==> src/rtl/video_bus_ctrl.sv <==
// video_bus_ctrl
//   ISA-side register block for a CGA/MDA-style video adapter.
//   - I/O write decoding for the control, color, mode-address and
//     palette-data ports.
//   - Combinational status read with a bus direction flag.
//   - Blink generator.
//   - Optional ISA wait-state generator for framebuffer accesses.
//
// Configuration macro:
//   VIDEO_BUS_WAIT_EN
//     Defined:   builds the wait-state FSM.
//     Undefined: bus_rdy is tied high and no FSM state flops exist.
//
// Ports:
//   clk, reset             pixel clock, synchronous active-high reset
//   bus_a, bus_d           ISA address (15 bits) and write data (8 bits)
//   bus_ior_l, bus_iow_l   active-low I/O read / write strobes
//   bus_memr_l, bus_memw_l active-low memory read / write strobes
//   bus_aen                DMA address enable; I/O decodes only while it is low
//   bus_out, bus_dir       read data, and a flag that is high while a read is driven
//   bus_rdy                ISA ready (low inserts wait states)
//   clk_seq                current character-sequencer slot
//   vsync_l                active-low vertical sync, reported in status
//   display_enable         high during active video, reported in status
//   freeze                 halts the blink generator
//   mem_cs                 framebuffer address decode
//   control_reg            mode control register
//   color_reg              color select register
//   border_col             border color
//   pal_index, pal_data    palette write port
//   pal_we                 one-cycle palette write pulse
//   blink                  blink phase output

module video_bus_ctrl #(
  parameter logic [15:0] IO_BASE_ADDR = 16'h3d0,
  parameter int          PAL_DEPTH    = 16,
  parameter int          PAL_WIDTH    = 4,
  parameter logic [23:0] BLINK_MAX    = 24'd0,
  parameter logic [4:0]  WAIT_SLOT_A  = 5'd17,
  parameter logic [4:0]  WAIT_SLOT_B  = 5'd20
) (
  input  logic                         clk,
  input  logic                         reset,
  input  logic [14:0]                  bus_a,
  input  logic [7:0]                   bus_d,
  input  logic                         bus_ior_l,
  input  logic                         bus_iow_l,
  input  logic                         bus_memr_l,
  input  logic                         bus_memw_l,
  input  logic                         bus_aen,
  output logic [7:0]                   bus_out,
  output logic                         bus_dir,
  output logic                         bus_rdy,
  input  logic [4:0]                   clk_seq,
  input  logic                         vsync_l,
  input  logic                         display_enable,
  input  logic                         freeze,
  input  logic                         mem_cs,
  output logic [7:0]                   control_reg,
  output logic [7:0]                   color_reg,
  output logic [3:0]                   border_col,
  output logic [$clog2(PAL_DEPTH)-1:0] pal_index,
  output logic [PAL_WIDTH-1:0]         pal_data,
  output logic                         pal_we,
  output logic                         blink
);

  localparam int          IDX_W     = $clog2(PAL_DEPTH);
  localparam logic [14:0] BASE      = IO_BASE_ADDR[14:0];
  localparam logic [14:0] ADDR_CTRL = BASE + 15'h8;
  localparam logic [14:0] ADDR_COLR = BASE + 15'h9;
  localparam logic [14:0] ADDR_STAT = BASE + 15'hA;
  localparam logic [14:0] ADDR_PAL  = BASE + 15'hE;
  // CRTC registers at BASE+0..7 are decoded and muxed outside this block.

  // ---------------------------------------------------------------
  // Strobe synchronisation and decode
  // ---------------------------------------------------------------
  logic iow_q;
  logic ior_q;
  logic wr_stb;
  logic sel_ctrl;
  logic sel_colr;
  logic sel_stat;
  logic sel_pal;

  // The write fires on the clock edge where the synced iow falls
  // (synced copy still high, bus already low). A strobe held low
  // therefore writes once.
  assign wr_stb   = iow_q & ~bus_iow_l;
  assign sel_ctrl = ~bus_aen & (bus_a == ADDR_CTRL);
  assign sel_colr = ~bus_aen & (bus_a == ADDR_COLR);
  assign sel_stat = ~bus_aen & (bus_a == ADDR_STAT);
  assign sel_pal  = ~bus_aen & (bus_a == ADDR_PAL);

  // Reads are served combinationally. The synced read strobe is kept
  // only so that both strobes share the same reset behaviour.
  logic unused_ior;
  assign unused_ior = ior_q;

  // ---------------------------------------------------------------
  // Status read
  // ---------------------------------------------------------------
  always_comb begin
    bus_out = 8'h00;
    bus_dir = 1'b0;
    if (sel_stat && !bus_ior_l) begin
      bus_out = {4'b1111, vsync_l, 2'b10, ~display_enable};
      bus_dir = 1'b1;
    end
  end

  // ---------------------------------------------------------------
  // Register file
  // ---------------------------------------------------------------
  logic [7:0]           control_q, control_d;
  logic [7:0]           color_q,   color_d;
  logic [7:0]           addr_q,    addr_d;
  logic [3:0]           border_q,  border_d;
  logic [IDX_W-1:0]     pal_index_q, pal_index_d;
  logic [PAL_WIDTH-1:0] pal_data_q,  pal_data_d;
  logic                 pal_we_q,    pal_we_d;
  logic [IDX_W-1:0]     idx_inc;

  // Auto-increment wraps at the palette depth, not at 16.
  assign idx_inc = addr_q[IDX_W-1:0] + IDX_W'(1);

  always_comb begin
    control_d   = control_q;
    color_d     = color_q;
    addr_d      = addr_q;
    border_d    = border_q;
    pal_index_d = pal_index_q;
    pal_data_d  = pal_data_q;
    pal_we_d    = 1'b0;
    if (wr_stb) begin
      if (sel_ctrl) control_d = bus_d;
      if (sel_colr) color_d   = bus_d;
      if (sel_stat) addr_d    = bus_d;
      if (sel_pal) begin
        if (addr_q[7:4] == 4'h1) begin
          pal_index_d = addr_q[IDX_W-1:0];
          pal_data_d  = bus_d[PAL_WIDTH-1:0];
          pal_we_d    = 1'b1;
          addr_d      = {4'h1, 4'(idx_inc)};
        end else if (addr_q == 8'h02) begin
          border_d = bus_d[3:0];
        end
      end
    end
  end

  always_ff @(posedge clk) begin
    if (reset) begin
      iow_q       <= 1'b1;
      ior_q       <= 1'b1;
      control_q   <= 8'b0010_1001;
      color_q     <= 8'h00;
      addr_q      <= 8'h00;
      border_q    <= 4'h0;
      pal_index_q <= '0;
      pal_data_q  <= '0;
      pal_we_q    <= 1'b0;
    end else begin
      iow_q       <= bus_iow_l;
      ior_q       <= bus_ior_l;
      control_q   <= control_d;
      color_q     <= color_d;
      addr_q      <= addr_d;
      border_q    <= border_d;
      pal_index_q <= pal_index_d;
      pal_data_q  <= pal_data_d;
      pal_we_q    <= pal_we_d;
    end
  end

  assign control_reg = control_q;
  assign color_reg   = color_q;
  assign border_col  = border_q;
  assign pal_index   = pal_index_q;
  assign pal_data    = pal_data_q;
  assign pal_we      = pal_we_q;

  // ---------------------------------------------------------------
  // Blink generator: toggles once every BLINK_MAX+1 unfrozen cycles
  // ---------------------------------------------------------------
  logic [23:0] blink_cnt_q, blink_cnt_d;
  logic        blink_q,     blink_d;

  always_comb begin
    blink_cnt_d = blink_cnt_q;
    blink_d     = blink_q;
    if (!freeze) begin
      if (blink_cnt_q == BLINK_MAX) begin
        blink_cnt_d = 24'd0;
        blink_d     = ~blink_q;
      end else begin
        blink_cnt_d = blink_cnt_q + 24'd1;
      end
    end
  end

  always_ff @(posedge clk) begin
    if (reset) begin
      blink_cnt_q <= 24'd0;
      blink_q     <= 1'b0;
    end else begin
      blink_cnt_q <= blink_cnt_d;
      blink_q     <= blink_d;
    end
  end

  assign blink = blink_q;

  // ---------------------------------------------------------------
  // Wait-state generator for framebuffer accesses
  // ---------------------------------------------------------------
`ifdef VIDEO_BUS_WAIT_EN
  typedef enum logic [1:0] {
    ST_IDLE   = 2'd0,
    ST_WAIT_A = 2'd1,
    ST_WAIT_B = 2'd2,
    ST_READY  = 2'd3
  } wait_state_t;

  wait_state_t state_q, state_d;
  logic        mem_access;

  // Only memory strobes qualified by mem_cs start a wait; I/O cycles
  // never touch this machine.
  assign mem_access = mem_cs & (~bus_memr_l | ~bus_memw_l);

  always_comb begin
    state_d = state_q;
    bus_rdy = 1'b1;
    case (state_q)
      ST_IDLE: begin
        // Pull ready low already in the cycle the access is seen, so the
        // CPU cannot complete before the first wait state. Held off during
        // reset so ready is high while the machine is being cleared.
        if (mem_access && !reset) begin
          state_d = ST_WAIT_A;
          bus_rdy = 1'b0;
        end
      end
      ST_WAIT_A: begin
        bus_rdy = 1'b0;
        if (!mem_access)                state_d = ST_IDLE;
        else if (clk_seq == WAIT_SLOT_A) state_d = ST_WAIT_B;
      end
      ST_WAIT_B: begin
        bus_rdy = 1'b0;
        if (!mem_access)                state_d = ST_IDLE;
        else if (clk_seq == WAIT_SLOT_B) state_d = ST_READY;
      end
      ST_READY: begin
        if (!mem_access) state_d = ST_IDLE;
      end
      default: state_d = ST_IDLE;
    endcase
  end

  always_ff @(posedge clk) begin
    if (reset) state_q <= ST_IDLE;
    else       state_q <= state_d;
  end
`else
  assign bus_rdy = 1'b1;

  logic unused_wait;
  assign unused_wait = ^{clk_seq, bus_memr_l, bus_memw_l, mem_cs};
`endif

endmodule
==> config.mk <==
export PLATFORM = sky130hd
export DESIGN_NAME = video_bus_ctrl
export DESIGN_NICKNAME = d
export VERILOG_FILES = /design/src/rtl/video_bus_ctrl.sv
export SDC_FILE = /design/constraint.sdc
export NUM_CORES = 1
export LEC_CHECK = 0
export CAP_MARGIN = 20
export CORE_UTILIZATION = 31
export DETAILED_ROUTE_END_ITERATION = 8
export GPL_TIMING_DRIVEN = 0
export PLACE_DENSITY = 0.65
export SKIP_LAST_GASP = 1
export SLEW_MARGIN = 20
export SYNTH_ARGS = -nofsm -noshare
export SYNTH_HDL_FRONTEND = slang
export SYNTH_SLANG_ARGS = --single-unit
==> constraint.sdc <==
create_clock -name clk -period 1.9 [get_ports clk]
set_clock_uncertainty 0.05 [all_clocks]
set_input_delay 0.19 -clock clk [delete_from_list [all_inputs] [get_ports clk]]
set_output_delay 0.19 -clock clk [all_outputs]
set_load 0.02 [all_outputs]
==> Flow_metrics.wiki <==
{| class="wikitable"
! Metric !! Value
|-
| Initial cell density of the core || 31.8%
|-
| Normalized max-slew margin || 47.5%
|-
| Layout cells sized above 1 || 25.5%
|-
| Die footprint || 10300 um^2
|-
| Register with the highest flop count || blink_cnt_q
|-
| Number of pins with negative max-slew slack in the final report || 0
|-
| Count of maximum capacitance violations || 0
|-
| Clk Latency, worst-skew pair || 0.34 ns
|-
| Largest net degree at the start of global routing || 12
|-
| Die height || 102 um
|-
| Final period utilization || 106%
|-
| Total congestion overflow || 0
|-
| Number of buffers on the longest clock path || 2
|-
| Average cell area after synthesis || 8.48 um^2
|-
| Starting DRC count in detailed routing || 113
|-
| Capture point of the worst reg-to-reg path || color_reg[0]
|-
| Detail-routed via count per cell || 5.26
|-
| Fraction of registers with async set/reset || 0%
|-
| Final-stage net count || 509
|-
| Post-CTS clock slew at the launch and capture registers of the worst setup and hold paths || 0.08 ns
|-
| Remaining routing DRC violations || 0
|-
| Worst Hold Launch || freeze
|-
| Syn Inst Count || 363
|-
| Routed wirelength normalized by instance count || 15.1 um
|-
| Number of library cell types mapped by synthesis || 49
|-
| Highest ir drop seen on vdd || 0.450 mV
|-
| Cell Area, Synth || 3080 um^2
|-
| Critical Path Start Type || register
|-
| Final Routed Wirelength || 9150 um
|-
| Path type of the worst setup path || reg -> reg
|-
| Setup slack of the most critical reg-to-reg path || -0.11 ns
|-
| Hold Path Stages || 3
|-
| Final Hold Fails || 0
|-
| I/O pin count || 79
|-
| Horizontal extent of the die || 102 um
|-
| Number of cells traversed by the worst register-to-register path || 5
|-
| Post-synthesis sequential area ratio || 41.0%
|-
| Buffer cell driving the clock tree root || sky130_fd_sc_hd__clkbuf_8
|-
| Post-CTS Hold Fix Bufs || 0
|-
| Data arrival time of the worst path || 2.18 ns
|-
| Crit path capture type || register
|-
| Tightest Pin Transition || 0.788 ns
|-
| Result of the run || finished with violations
|-
| Highest Clock Rate || 497 MHz
|-
| Reported leakage power || 1.57 nW
|-
| Antenna Nets Post-Route || 0
|-
| Startpoint of the most critical register-to-register path || iow_q
|-
| Via Count || 3178
|-
| Clock tree from TritonCTS || built
|-
| Tightest Hold Check Type || in -> reg
|-
| Data required time of the critical path || 2.07 ns
|-
| Site Rows || 36
|-
| Dominant register cell in the synthesized netlist || sky130_fd_sc_hd__dfxtp_1
|-
| Post-Syn Nets || 406
|-
| Number of storage elements in the synthesis netlist || 63
|-
| Inserted Diodes || 0
|-
| Area delta synth->final || 52.0%
|-
| PnR worst setup slack || -0.113 ns
|-
| Maximum net fanout on the critical path || 7
|-
| Worst Hold Margin || 0.234 ns
|-
| Via count of the first global-routing pass || 3017
|-
| Detailed Place HPWL || 6160 um
|-
| Number of flip-flops in the largest register || 24
|-
| Shortest period the worst path allows || 2.01 ns
|-
| Global-route usage over all layers || 17.5%
|-
| First-pass GRT wire length || 14100 um
|-
| Share of the core filled with cells || 48.3%
|-
| Final-report setup violation count || 31
|-
| Final Wtd Congestion || 0.869
|-
| Worst hold endpoint || blink_cnt_q[1]
|-
| Filler cells || 905
|-
| First drt pass iteration count || 4
|-
| Core box area || 9680 um^2
|-
| Unrepaired setup endpoints after global routing || true
|-
| Failing checks || setup timing
|-
| Synth Warn # || 0
|-
| Port Buffer Count || 66
|-
| Number of buffers inserted during clock tree synthesis || 9
|-
| CTS H-Tree Depth || 3
|-
| Post-synth EDFFs || 0
|-
| Number of sinks handled by clock tree synthesis || 63
|-
| PD cells || 614 nW/um^2
|-
| Number of antenna violations at the first check in global routing || 0
|}
-- routing by layer --
metal	vias up	share of wire [%]	global-route usage (%)
met5	-	0	0
met4	0	2.0	5.24
met3	14	7.7	5.45
met2	130	49	31.1
met1	1486	41	19.9
li1	1548	-	-
-- critical path: stages (launching register included) --
cell	delay, ns
sky130_fd_sc_hd__dfxtp_2	0.33
sky130_fd_sc_hd__or4b_4	0.48
sky130_fd_sc_hd__or4_4	0.55
sky130_fd_sc_hd__buf_8	0.19
sky130_fd_sc_hd__o31ai_4	0.20
sky130_fd_sc_hd__a21oi_1	0.08
-- metrics by stage --
stage	power (mW)	instance area, um^2	instances	TNS (ns)	setup WS, ns
2_1_floorplan	1.45	3110	363	-0.129	-0.0348
3_3_place_gp	1.55	3940	562	-29.46	-0.988
3_5_place_dp	1.56	3940	562	-31.14	-1.01
4_1_cts	2.87	4300	593	-1.80	-0.0902
5_1_grt	2.99	4680	604	-3.99	-0.179
6_report	2.87	4680	604	-1.83	-0.113
-- repair_timing --
action / in CTS / in global routing
resized for setup: 87 / 81
pin swaps: 8 / 29
endpoints found under the hold margin: 0 / 0
setup buffers: 16 / 9
gates cloned: 2 / 2
setup endpoints to repair: 65 / 63
-- Yosys cell counts, drive strengths merged, types with 7 or more instances --
cell type | number | area share (%)
dfxtp | 63 | 41
nand2 | 10 | 1.2
nand4 | 22 | 4.5
clkbuf | 20 | 2.4
o21ai | 29 | 4.7
nand3 | 27 | 4.4
a21oi | 43 | 7.0
nor3 | 7 | 1.5
o31ai | 14 | 4.2
buf | 11 | 2.9
nor2 | 23 | 2.8
inv | 11 | 1.3
or3 | 9 | 1.8
xnor2 | 9 | 2.6
nor4 | 10 | 2.5
-- cell families (layout without fill, tap and decap cells) --
kind of cell             count (synthesis)  after routing  share of synthesized area [%]
AO/OA/AOI/OAI                           94             94                           17.8
XOR/XNOR                                12             12                           3.41
adder cells (fa/ha/maj)                  4              4                           1.63
buffers and inverters                   42            149                           6.67
flip-flops                              63             63                           41.0
multiplexers                             4              4                           1.30
other                                    2              2                          0.244
AND/OR/NAND/NOR                        142            143                           27.9
-- how the worst max path moves through the flow --
stage	from	cells after the start	to	slack [ns]
after floorplan	iow_q	6	color_reg[0]	-0.03
after global placement	bus_a[3]	6	bus_out[0]	-0.99
after detailed placement	bus_a[3]	6	bus_out[0]	-1.01
after CTS	iow_q	5	color_reg[0]	-0.09
after global routing	iow_q	4	control_reg[0]	-0.18
final	iow_q	5	color_reg[0]	-0.11
-- cells in the final DEF (no fill, tap or decap), types with 4 or more instances in the layout --
cell type                         instances
sky130_fd_sc_hd__clkbuf_1                12
sky130_fd_sc_hd__o21ai_2                 12
sky130_fd_sc_hd__and4_1                   4
sky130_fd_sc_hd__nor3_1                   6
sky130_fd_sc_hd__clkbuf_8                10
sky130_fd_sc_hd__a21oi_1                 40
sky130_fd_sc_hd__buf_4                   28
sky130_fd_sc_hd__nor4_1                   9
sky130_fd_sc_hd__inv_1                   11
sky130_fd_sc_hd__nand2_1                 10
sky130_fd_sc_hd__clkdlybuf4s50_1         43
sky130_fd_sc_hd__o21ai_0                 12
sky130_fd_sc_hd__xnor2_1                  9
sky130_fd_sc_hd__mux2i_1                  4
sky130_fd_sc_hd__buf_6                   19
sky130_fd_sc_hd__or3_1                    9
sky130_fd_sc_hd__nand4_1                 22
sky130_fd_sc_hd__dfxtp_1                 61
sky130_fd_sc_hd__nor2_1                  23
sky130_fd_sc_hd__dlygate4sd2_1           12
sky130_fd_sc_hd__nand3_1                 27
sky130_fd_sc_hd__and3_1                   4
sky130_fd_sc_hd__ha_1                     4
sky130_fd_sc_hd__o31ai_4                 10
-- where the power goes --
| part | internal [mW] | switching (mW) |
|---|---|---|
| clock network | 0.775 | 0.537 |
| logic | 0.0965 | 0.132 |
| registers | 1.33 | 0.00638 |
-- area by class of cell --
| type | instances | area, um^2 | share of cell area, % |
|---|---|---|---|
| Multi-Input combinational cell | 259 | 1910 | 40.7 |
| Inverter | 11 | 41.3 | 0.883 |
| Buffer | 28 | 191 | 4.09 |
| Clock buffer | 11 | 141 | 3.02 |
| Clock inverter | 5 | 81.3 | 1.74 |
| Sequential cell | 63 | 1260 | 27.0 |
| Tap cell | 133 | 166 | 3.56 |
| Timing Repair Buffer | 94 | 887 | 19.0 |
No activity file was read; power rests on OpenSTA's default activity.
